## config.mk

```make
export PLATFORM = sky130hd
export DESIGN_NAME = sll_iter
export DESIGN_NICKNAME = d
export VERILOG_FILES = /design/src/rtl/sll_iter_pkg.sv /design/src/rtl/sll_stage.sv /design/src/rtl/sll_iter.sv
export SDC_FILE = /design/constraint.sdc
export NUM_CORES = 1
export LEC_CHECK = 0
export ABC_AREA = 1
export CAP_MARGIN = 20
export CORE_AREA = 2 2 124 126
export DETAILED_ROUTE_END_ITERATION = 12
export DIE_AREA = 0 0 126 128
export SYNTH_ARGS = -nofsm -noshare
export SYNTH_HDL_FRONTEND = slang
export SYNTH_SLANG_ARGS = --single-unit
export TNS_END_PERCENT = 5
```

## constraint.sdc

```tcl
create_clock -name clk -period 5.8 [get_ports clk]
set_clock_uncertainty 0.15 [all_clocks]
set_input_delay 0.87 -clock clk [delete_from_list [all_inputs] [get_ports clk]]
set_output_delay 0.87 -clock clk [all_outputs]
set_load 0.05 [all_outputs]
```

## src/rtl/sll_iter_pkg.sv

```systemverilog
// Shared definitions for the iterative logical left shifter.
//   state_t       : FSM encoding (IDLE, SHIFT, DONE)
//   DEFAULT_WIDTH : default operand/result width
//   shamt_width() : number of shift-amount bits (and stages) for a width
package sll_iter_pkg;

  typedef enum logic [1:0] {
    IDLE  = 2'd0,
    SHIFT = 2'd1,
    DONE  = 2'd2
  } state_t;

  localparam int DEFAULT_WIDTH = 32;

  function automatic int shamt_width(input int width);
    return $clog2(width);
  endfunction

endpackage

```

## src/rtl/sll_stage.sv

```systemverilog
// One reusable shift stage: a WIDTH-wide row of 2:1 muxes.
//   data   : value entering this stage
//   stage  : stage index k; the shifted path moves data left by 2^k
//   en     : 1 selects the shifted path, 0 passes data through
//   result : selected value; low 2^k bits of the shifted path are zero
module sll_stage
  import sll_iter_pkg::*;
#(
  parameter int WIDTH   = DEFAULT_WIDTH,
  parameter int SHAMT_W = shamt_width(WIDTH)
) (
  input  logic [WIDTH-1:0]   data,
  input  logic [SHAMT_W-1:0] stage,
  input  logic               en,
  output logic [WIDTH-1:0]   result
);

  logic [WIDTH-1:0] dist_s;
  logic [WIDTH-1:0] shifted_s;

  // Shift distance 2^stage and the zero-filled shifted candidate.
  always_comb begin
    dist_s    = {{(WIDTH-1){1'b0}}, 1'b1} << stage;
    shifted_s = data << dist_s;
  end

  // Per-bit 2:1 mux between the shifted and pass-through paths.
  always_comb begin
    result = data;
    if (en) begin
      result = shifted_s;
    end else begin
      result = data;
    end
  end

endmodule

```

## src/rtl/sll_iter.sv

```systemverilog
// Multi-cycle logical left shifter: z = x << y[SHAMT_W-1:0], zero fill.
// One power-of-two stage is applied per clock through a single shared
// sll_stage, so latency is fixed at SHAMT_W shift cycles for any amount.
//   clk, rst_n          : clock, asynchronous active-low reset
//   in_valid / in_ready : operand handshake (accepted only in IDLE)
//   x, y                : value and shift amount (upper bits of y ignored)
//   out_valid/out_ready : result handshake; z held while stalled
//   z                   : registered result
//   busy                : high while shifting or holding a result
module sll_iter
  import sll_iter_pkg::*;
#(
  parameter int WIDTH   = DEFAULT_WIDTH,
  parameter int SHAMT_W = shamt_width(WIDTH)
) (
  input  logic             clk,
  input  logic             rst_n,
  input  logic             in_valid,
  output logic             in_ready,
  input  logic [WIDTH-1:0] x,
  input  logic [WIDTH-1:0] y,
  output logic             out_valid,
  input  logic             out_ready,
  output logic [WIDTH-1:0] z,
  output logic             busy
);

  localparam logic [SHAMT_W-1:0] LAST_STAGE = SHAMT_W'(SHAMT_W - 1);
  localparam logic [SHAMT_W-1:0] STAGE_ONE  = SHAMT_W'(1);

  state_t             state_r;
  logic [WIDTH-1:0]   data_r;
  logic [SHAMT_W-1:0] amt_r;
  logic [SHAMT_W-1:0] stage_r;
  logic [SHAMT_W-1:0] stage_mask_s;
  logic               stage_en_s;
  logic [WIDTH-1:0]   stage_out_s;
  logic               unused_y_s;

  // The upper shift-amount bits are architecturally ignored.
  assign unused_y_s = ^y[WIDTH-1:SHAMT_W];

  // Select the amount bit belonging to the current stage.
  always_comb begin
    stage_mask_s = STAGE_ONE << stage_r;
    stage_en_s   = |(amt_r & stage_mask_s);
  end

  sll_stage #(
    .WIDTH   (WIDTH),
    .SHAMT_W (SHAMT_W)
  ) u_stage (
    .data   (data_r),
    .stage  (stage_r),
    .en     (stage_en_s),
    .result (stage_out_s)
  );

  // Handshake FSM with the data, amount and stage registers.
  always_ff @(posedge clk or negedge rst_n) begin
    if (!rst_n) begin
      state_r   <= IDLE;
      data_r    <= {WIDTH{1'b0}};
      amt_r     <= {SHAMT_W{1'b0}};
      stage_r   <= {SHAMT_W{1'b0}};
      z         <= {WIDTH{1'b0}};
      in_ready  <= 1'b1;
      out_valid <= 1'b0;
      busy      <= 1'b0;
    end else begin
      case (state_r)
        IDLE: begin
          if (in_valid && in_ready) begin
            data_r   <= x;
            amt_r    <= y[SHAMT_W-1:0];
            stage_r  <= {SHAMT_W{1'b0}};
            state_r  <= SHIFT;
            in_ready <= 1'b0;
            busy     <= 1'b1;
          end else begin
            state_r <= IDLE;
          end
        end
        SHIFT: begin
          data_r <= stage_out_s;
          if (stage_r == LAST_STAGE) begin
            // Final stage: the result goes straight into z so it is
            // visible together with out_valid.
            z         <= stage_out_s;
            out_valid <= 1'b1;
            state_r   <= DONE;
          end else begin
            stage_r <= stage_r + STAGE_ONE;
          end
        end
        DONE: begin
          if (out_ready) begin
            out_valid <= 1'b0;
            in_ready  <= 1'b1;
            busy      <= 1'b0;
            state_r   <= IDLE;
          end else begin
            state_r <= DONE;
          end
        end
        default: begin
          state_r   <= IDLE;
          in_ready  <= 1'b1;
          out_valid <= 1'b0;
          busy      <= 1'b0;
        end
      endcase
    end
  end

endmodule

```

==> results of run 1 <==
==> synth_stat cells, drive strengths merged <==
library cell,count
nand2,343
nand3,158
dfrtp,78
inv,67
nand4,62
buf,42
o21ai,39
nor2,24
o211ai,15
clkbuf,14
a22o,8
o22ai,7
ha,6
a21oi,4
clkinv,2
a2bb2oi,1
a32o,1
dfstp,1
xor2,1
==> layout make-up <==
cell class,count,area share (%)
clock buffer,10,3.301
clock inverter,6,1.335
inverter,69,3.807
multi-input combinational,669,47.30
sequential,79,28.52
tap,188,3.392
timing repair buffer,84,12.34
==> routing by layer <==
| metal | vias up | share of wire, % |
|---|---|---|
| met2 | 194 | 44 |
| met3 | 26 | 5.7 |
| met5 | - | 0 |
| li1 | 3000 | - |
| met4 | 0 | 2.1 |
| met1 | 2775 | 48 |
==> through the flow <==
step / hold slack [ns] / instances
after floorplan: 0.2995 / 873
final: 0.2403 / 1105
after CTS: 0.2476 / 1104
after global placement: 0.3138 / 1086
after detailed placement: 0.3143 / 1088
after global routing: 0.2459 / 1105
==> sequential cells by signal, summed over array words and instances (netlist names) <==
signal     cells
busy           1
data_r        32
amt_r          5
in_ready       1
stage_r        5
state_r        2
out_valid      1
z             32
==> worst paths after layout <==
path                         endpoint  slack [ns]  startpoint  depth (start not counted)
setup reg to reg                z[31]        2.34  stage_r[1]                         16
setup / recovery                z[31]        2.34  stage_r[1]                         16
max in group asynchronous  data_r[26]        4.20       rst_n                          2
min in group clk                z[31]        0.33       z[31]                          2
hold / removal              out_valid        0.24       rst_n                          1
hold reg to reg                 z[31]        0.33       z[31]                          2
==> logic make-up (layout without fill, tap and decap cells) <==
| kind of cell | after synthesis | in the layout |
|---|---|---|
| XOR/XNOR | 1 | 1 |
| buffers and inverters | 125 | 169 |
| AO/OA/AOI/OAI | 75 | 75 |
| flip-flops | 79 | 79 |
| adder cells (fa/ha/maj) | 6 | 6 |
| AND/OR/NAND/NOR | 587 | 587 |
==> worst max-delay path, stage by stage (launching register included) <==
cell,delay (ns)
dfrtp_1,0.46
inv_1,0.15
ha_1,0.24
inv_1,0.05
nor2_1,0.08
nand2_1,0.05
buf_4,0.24
inv_1,0.75
nand3_1,0.24
nand2_1,0.16
nand2_1,0.06
nand3_1,0.15
nand3_1,0.08
nand3_1,0.19
nand2_1,0.12
nand2_1,0.09
nand2_1,0.05
==> impl_metrics.tcl, run 1 <==
set metrics [dict create \
    vias 5995 \
    die_w_um 126 \
    grt_setup_unrepaired "no" \
    final_cell_mix "339 x nand2_1, 154 x nand3_1, 78 x dfrtp_1" \
    dpl-instance-area_um2 6594 \
    end_kind "flip-flop" \
    slew_headroom_pct 31.80 \
    ys_types 36 \
    vias_per_cell 5.425 \
    grtUsageMet2_pct 36.84 \
    totalWireLength_mm 18.78 \
    hold_viol 0 \
    fmax_ghz 0.2891 \
    muxShareOfSynthArea_pct 0 \
    clk_latency_ns 0.34 \
    final_common_cell "nand2_1" \
    cts_sinks 79 \
    synth.avg_cell_area_um2 6.693 \
    synth_compound_area_share_pct 8.908 \
    nFillCells 1563 \
    cts_setup_buffers 0 \
    seq_area_um2 1978 \
    wl_per_cell_um 17.00 \
    synth_area_um2 5843 \
    final_max_slew_viol_count 0 \
    start_util_pct 39.31 \
    max_cap_viol_count 0 \
    drt_iter0_drc 659 \
    synthCells 873 \
    ctsResizeCount 0 \
    cts_tree "done" \
    clockBufferDepth 2 \
    io_buffers 75 \
    grt_use_met3_pct 3.464 \
    fin_area_um2 6935 \
    ant_nets 0 \
    syn_nets 947 \
    fin_ws_ns 2.341 \
    final-setup-viol-count 0 \
    grt_pass1_wl_mm 31.10 \
    core-area_um2 14860 \
    grt_use_met1_pct 35.70 \
    place.gp.congestion 0.9396 \
    dieArea_um2 16130 \
    cts_buffers 9 \
    yosys.area_share.simple_pct 45.76 \
    dp_slack_ns 2.125 \
    drive_gt1_share_pct 6.979 \
    synth_top_family_by_area "simple AND/OR/NAND/NOR gates" \
    h-tree-depth 3 \
    synth_fa_ha_area_share_pct 1.285 \
    antenna_cells 0 \
    tns_ns 0 \
    synth-xor-area-share_pct 0.1499 \
    multi_input_area_um2 3281 \
    area_growth_pct 18.69 \
    synth.yosys.seq_area_share_pct 33.85 \
    grt.total_usage_pct 24.15 \
    drc 0 \
    grt_max_degree 61 \
    antenna_found_initial 0 \
    ys_top_cells_by_area "dfrtp_1 33%, nand2_1 22%, nand3_1 13%" \
    grt_pass1_vias 5757 \
    cts_root_buffer "clkbuf_16" \
    num_rows 45 \
    ios 103 \
    critPathKind "flip-flop to flip-flop" \
    die_h_um 128 \
    cp.required_ns 5.88 \
    yosysTopAreaCell "dfrtp_1" \
    start_kind "flip-flop" \
    tightestPinTransition_ns 1.022 \
    overflow 0 \
    firstDrtPassIters 7 \
    top_usage_layer "met2" \
    outcome "finished, final reports clean" \
    path_max_fanout 34 \
    hold_path_class "input pin to async pin" \
    ys_warn_count 0 \
    synth_top_cell_area_share_pct 33.40 \
    clkTransAtPathRegs_ns 0.07 \
    finalCriticalPeriod_ns 3.459 \
    arrival_ns 3.54 \
    yosys_register_bits 79 \
    final_util_pct 46.66 \
    place_hpwl_mm 13.39 \
    nets 986 \
    postCtsHoldBufs 0 \
    finalCritPeriodShare_pct 59.63 \
]
Power of run 1 is left out: the tool's default activity adds up to more than one toggle a clock period on the data nets, which glitch-free logic cannot reach.
==> inputs of run 2 (changes only) <==
--- a/config.mk
+++ b/config.mk
@@ -10,6 +10,7 @@
 export CORE_AREA = 2 2 124 126
 export DETAILED_ROUTE_END_ITERATION = 12
 export DIE_AREA = 0 0 126 128
+export PLACE_DENSITY = 0.65
 export SYNTH_ARGS = -nofsm -noshare
 export SYNTH_HDL_FRONTEND = slang
 export SYNTH_SLANG_ARGS = --single-unit
==> constraint.sdc (replaced) <==
create_clock -name clk -period 3 [get_ports clk]
set_clock_uncertainty 0.15 [all_clocks]
set_input_delay 0.45 -clock clk [delete_from_list [all_inputs] [get_ports clk]]
set_output_delay 0.45 -clock clk [all_outputs]
set_load 0.05 [all_outputs]
==> impl_metrics.tcl, run 2 (synthesis gave the netlist of run 1 again) <==
set metrics [dict create \
    place.gp.congestion 0.9732 \
    finalCriticalPeriod_ns 2.858 \
    core-area_um2 14860 \
    start_util_pct 39.31 \
    nets 1001 \
    path_max_fanout 29 \
    clkTransAtPathRegs_ns 0.07 \
    slew_headroom_pct 60.19 \
    grt.total_usage_pct 23.34 \
    hold_viol 0 \
    final_max_slew_viol_count 0 \
    num_rows 45 \
    final_common_cell "nand2_1" \
    cts_root_buffer "clkbuf_16" \
    rrSetupSlack_ns 0.14 \
    nFillCells 1553 \
    start_kind "flip-flop" \
    crit_start "stage_r[0]" \
    max_cap_viol_count 0 \
    critPathKind "flip-flop to flip-flop" \
    cpPeakStageDelay_ns 0.44 \
    crit_path_top_delay_cell "dfrtp_1" \
    ant_nets 0 \
    grt_setup_unrepaired "yes" \
    outcome "finished, final reports clean" \
    ios 103 \
    clk_latency_ns 0.35 \
    cts_setup_buffers 0 \
    hold_ws_ns 0.3328 \
    reg2reg_from "stage_r[0]" \
    firstDrtPassIters 6 \
    tightestPinTransition_ns 0.5971 \
    h-tree-depth 3 \
    io_buffers 75 \
    timing.rr.end "data_r[27]" \
    overflow 0 \
    fmax_ghz 0.3499 \
    place_hpwl_mm 13.12 \
    end_kind "flip-flop" \
    wl_per_cell_um 16.56 \
    drive_gt1_share_pct 8.906 \
    drt_iter0_drc 587 \
    grt_pass1_vias 5865 \
    r2r_cells 14 \
    die_h_um 128 \
    clockBufferDepth 2 \
    cts_tree "done" \
    area_growth_pct 21.09 \
    totalWireLength_mm 18.55 \
    hold_path_class "flip-flop to flip-flop" \
    reg.largest.list "data_r x32, z x32" \
    path_common_cell "nand2_1" \
    min_from "z[30]" \
    finalCritPeriodShare_pct 95.27 \
    cts_buffers 9 \
    cts_sinks 79 \
    min_path_cells 2 \
    drc 0 \
    dieArea_um2 16130 \
    cp.required_ns 3.13 \
    die_w_um 126 \
    path_cells "ha_1, ha_1, nor2_1, nand2_1, nand2_2, buf_12, nand4_1, nand3_1, nand2_1, o211ai_1, nand3_1, nand3_1, nand2_1, nand2_1" \
    final_cell_mix "339 x nand2_1, 153 x nand3_1, 78 x dfrtp_1" \
    vias 6122 \
    grt_pass1_wl_mm 30.53 \
    arrival_ns 2.99 \
    final-setup-viol-count 0 \
    antenna_cells 0 \
    antenna_found_initial 0 \
    holdPathEnd "z[30]" \
    vias_per_cell 5.466 \
    grt_max_degree 58 \
]
==> run 2: worst max path at each step <==
stage | endpoint | slack (ns) | cells after the start
6_report | data_r[27] | 0.14 | 14
5_1_grt | z[17] | -0.04 | 15
4_1_cts | data_r[27] | 0.16 | 14
3_5_place_dp | data_r[27] | 0.22 | 14
3_3_place_gp | z[27] | 0.24 | 14
2_1_floorplan | z[31] | 0.67 | 15
==> run 2: through the flow <==
step,cell area [um2],TNS [ns],std cells,setup WS (ns),utilization (%)
6_report,7076,0,1120,0.1418,47.60
5_1_grt,7076,-0.1980,1120,-0.03762,47.60
4_1_cts,7034,0,1118,0.1614,47.32
3_5_place_dp,6734,0,1101,0.2231,45.30
3_3_place_gp,6706,0,1100,0.2419,45.12
2_1_floorplan,5843,0,873,0.6747,-
==> run 2: layout make-up <==
cell class	instances	area [um2]	share of cell area [%]
Clock buffer	10	239.0	3.378
Clock inverter	6	51.30	0.7250
Inverter	69	264.0	3.731
Multi-Input combinational cell	670	3297	46.60
Sequential cell	79	1978	27.96
Tap cell	188	235.2	3.324
Timing Repair Buffer	98	1011	14.29
==> run 2: routing by layer <==
| layer | routed length (um) | up-vias | global-route usage [%] |
|---|---|---|---|
| li1 | - | 3023 | - |
| met1 | 8622 | 2827 | 33.30 |
| met2 | 8540 | 247 | 37.63 |
| met3 | 1095 | 25 | 3.005 |
| met4 | 292 | 0 | 6.076 |
| met5 | 0 | - | 0 |
==> run 2: timing repair <==
action                     CTS  global route
hold endpoints to repair    38             0
hold buffers                 1             0
setup endpoints to repair    0            23
resized for setup            0             5
==> run 2: critical path, delay by kind of cell, from the launching register on <==
kind | cells | cell delay (ns)
buf+inv | 1 | 0.19
simple gates | 10 | 1.24
compound gates | 1 | 0.27
flops | 1 | 0.44
fa+ha+maj | 2 | 0.48
Power of run 2 is left out for the same reason.
==> inputs of run 3 (changes only) <==
--- a/config.mk
+++ b/config.mk
@@ -10,6 +10,7 @@
 export CORE_AREA = 2 2 124 126
 export DETAILED_ROUTE_END_ITERATION = 12
 export DIE_AREA = 0 0 126 128
+export HOLD_SLACK_MARGIN = 0.05
 export PLACE_DENSITY = 0.65
 export SYNTH_ARGS = -nofsm -noshare
 export SYNTH_HDL_FRONTEND = slang
==> results of run 3 <==
The final DEF is identical to that of run 2; final timing and power are the same.
Power of run 3 is left out for the same reason.
==> edit, RTL diff (settings of run 2) <==
The package constant `DEFAULT_WIDTH` goes from 32 to 36.
--- a/src/rtl/sll_iter_pkg.sv
+++ b/src/rtl/sll_iter_pkg.sv
@@ -10,7 +10,7 @@
     DONE  = 2'd2
   } state_t;
 
-  localparam int DEFAULT_WIDTH = 32;
+  localparam int DEFAULT_WIDTH = 36;
 
   function automatic int shamt_width(input int width);
     return $clog2(width);
Interface: changed (resized x, y and z); port bits go from 103 to 115. The function was not compared with the original's and may differ.
==> edit against run 2 <==
  * Setup slack worse by 0.011 ns
  * Hold slack about the same
  * Sequential cell count up 10
  * Cell count up 16%
  * Wire length up 23%
  * Count of clock-buffer cells in the layout down 1
  * Critical path depth up 2
  * Design area up 16%
  * Area after synthesis up 12%
  * Maximum frequency down 0.38%
  * Critical path type unchanged
Power is left out: the tool's default activity adds up to more than one toggle a clock period on the data nets, which glitch-free logic cannot reach.
==> edit: results (changes against run 2) <==
Setup path
  – CP max stage delay: 0.42 ns (was 0.44 ns)
  – Worst reg2reg path endpoint: z[34] (was data_r[27])
  – Worst Path Max Fanout: 8 (was 29)
  – Worst r2r path cells: 16 (was 14)
  – CP arrival: 3.01 ns (was 2.99 ns)
  – FF-to-FF Start: stage_r[1] (was stage_r[0])

Global routing
  – First-pass GRT wire length: 36.2 mm (was 30.5 mm)
  – Number of global-route vias before repair: 6878 (was 5865)
  – Total Routing Usage GR: 28.2% (was 23.3%)
  – Pin count of the biggest net entering global routing: 59 (was 58)

Min path
  – Worst hold start: z[5] (was z[30])
  – Worst Hold End: z[5] (was z[30])

Drt
  – DR vias/cell: 5.54 (was 5.47)
  – Avg WL per Cell: 17.4 um (was 16.6 um)
  – DR pass1 iterations: 5 (was 6)
  – DRT iter0 DRCs: 774 (was 587)

Logic synthesis
  – Synth top cells by count: 457 x nand2_1, 190 x nand3_1, 88 x dfrtp_1, 51 x inv_1, 37 x nand4_1 (was 339 x nand2_1, 154 x nand3_1, 78 x dfrtp_1, 62 x inv_1, 61 x nand4_1)
  – Top cells by area in the synthesized netlist: dfrtp_1 34%, nand2_1 26%, nand3_1 15%, nand4_1 3.5%, inv_1 2.9% (was dfrtp_1 33%, nand2_1 22%, nand3_1 13%, nand4_1 6.5%, inv_1 4.0%)
  – Synthesized Nets: 1121 (was 947)
  – Register area share after synthesis: 34.1% (was 33.9%)
  – Avg Inst Size Synth: 6.30 um2 (was 6.69 um2)

Run status
  – Status: finished, final reports clean (unchanged)

Placed design
  – PortBufs: 84 (was 75)
  – Final RePlAce weighted congestion: 0.968 (was 0.973)
  – Detailed placement HPWL: 16.3 mm (was 13.1 mm)

STA
  – Rel. slew slack: 54.5% (was 60.2%)
  – Worst hold slack: 0.333 ns (about the same)

Cells and area
  – Top flop regs: data_r: 36 flops, z: 36 flops (was data_r: 32 flops, z: 32 flops)
[edit: metal layers]
metal | GRT usage, % | vias up | share of wire [%]
li1 | - | 3566 | -
met3 | 5.43 | 31 | 7.4
met4 | 8.14 | 0 | 2.2
met5 | 0 | - | 0
met2 | 40.1 | 265 | 41
met1 | 43.4 | 3358 | 49
[edit: per-stage QoR]
stage / worst slack [ns] / TNS (ns) / instance area, um2
after CTS: 0.0617 / 0 / 8050
after detailed placement: 0.0784 / 0 / 7690
after floorplan: 0.448 / 0 / 6540
final: 0.131 / 0 / 8230
after global routing: -0.0528 / -0.459 / 8230
after global placement: 0.0990 / 0 / 7690
[edit: worst max-delay path by stage]
stage                             to       start  depth (start not counted)  slack, ns
after global placement         z[34]  stage_r[1]                         16        0.1
after global routing           z[35]  stage_r[1]                         20      -0.05
after CTS                      z[33]  stage_r[1]                         20       0.06
after detailed placement       z[21]  stage_r[1]                         20       0.08
final                          z[34]  stage_r[1]                         16       0.13
after floorplan           data_r[26]  stage_r[0]                         16       0.45
[edit: area by class of cell]
class,count,area share [%]
Clock inverter,7,1.50
Tap cell,188,2.86
Sequential cell,89,27.1
Clock buffer,9,2.74
Inverter,63,2.96
Timing Repair Buffer,122,15.6
Multi-Input combinational cell,826,47.3
[edit: logic make-up after synthesis]
logic type      share of synthesized area, %
buf+inv                                 8.13
flops                                   34.1
compound gates                          8.24
simple gates                            48.4
fa+ha+maj                               1.15
[edit: worst min-delay path, cell delays in order, from the launching register on]
cell and delay [ns]:
dfrtp_1 0.34, nand2_1 0.05, nand2_1 0.06
[edit: repair_timing]
item                       CTS  global route
gates resized for setup      0            35
setup endpoints to repair    0            69
buffers inserted             0             5
hold endpoints to repair    30             0
hold buffers                 1             0
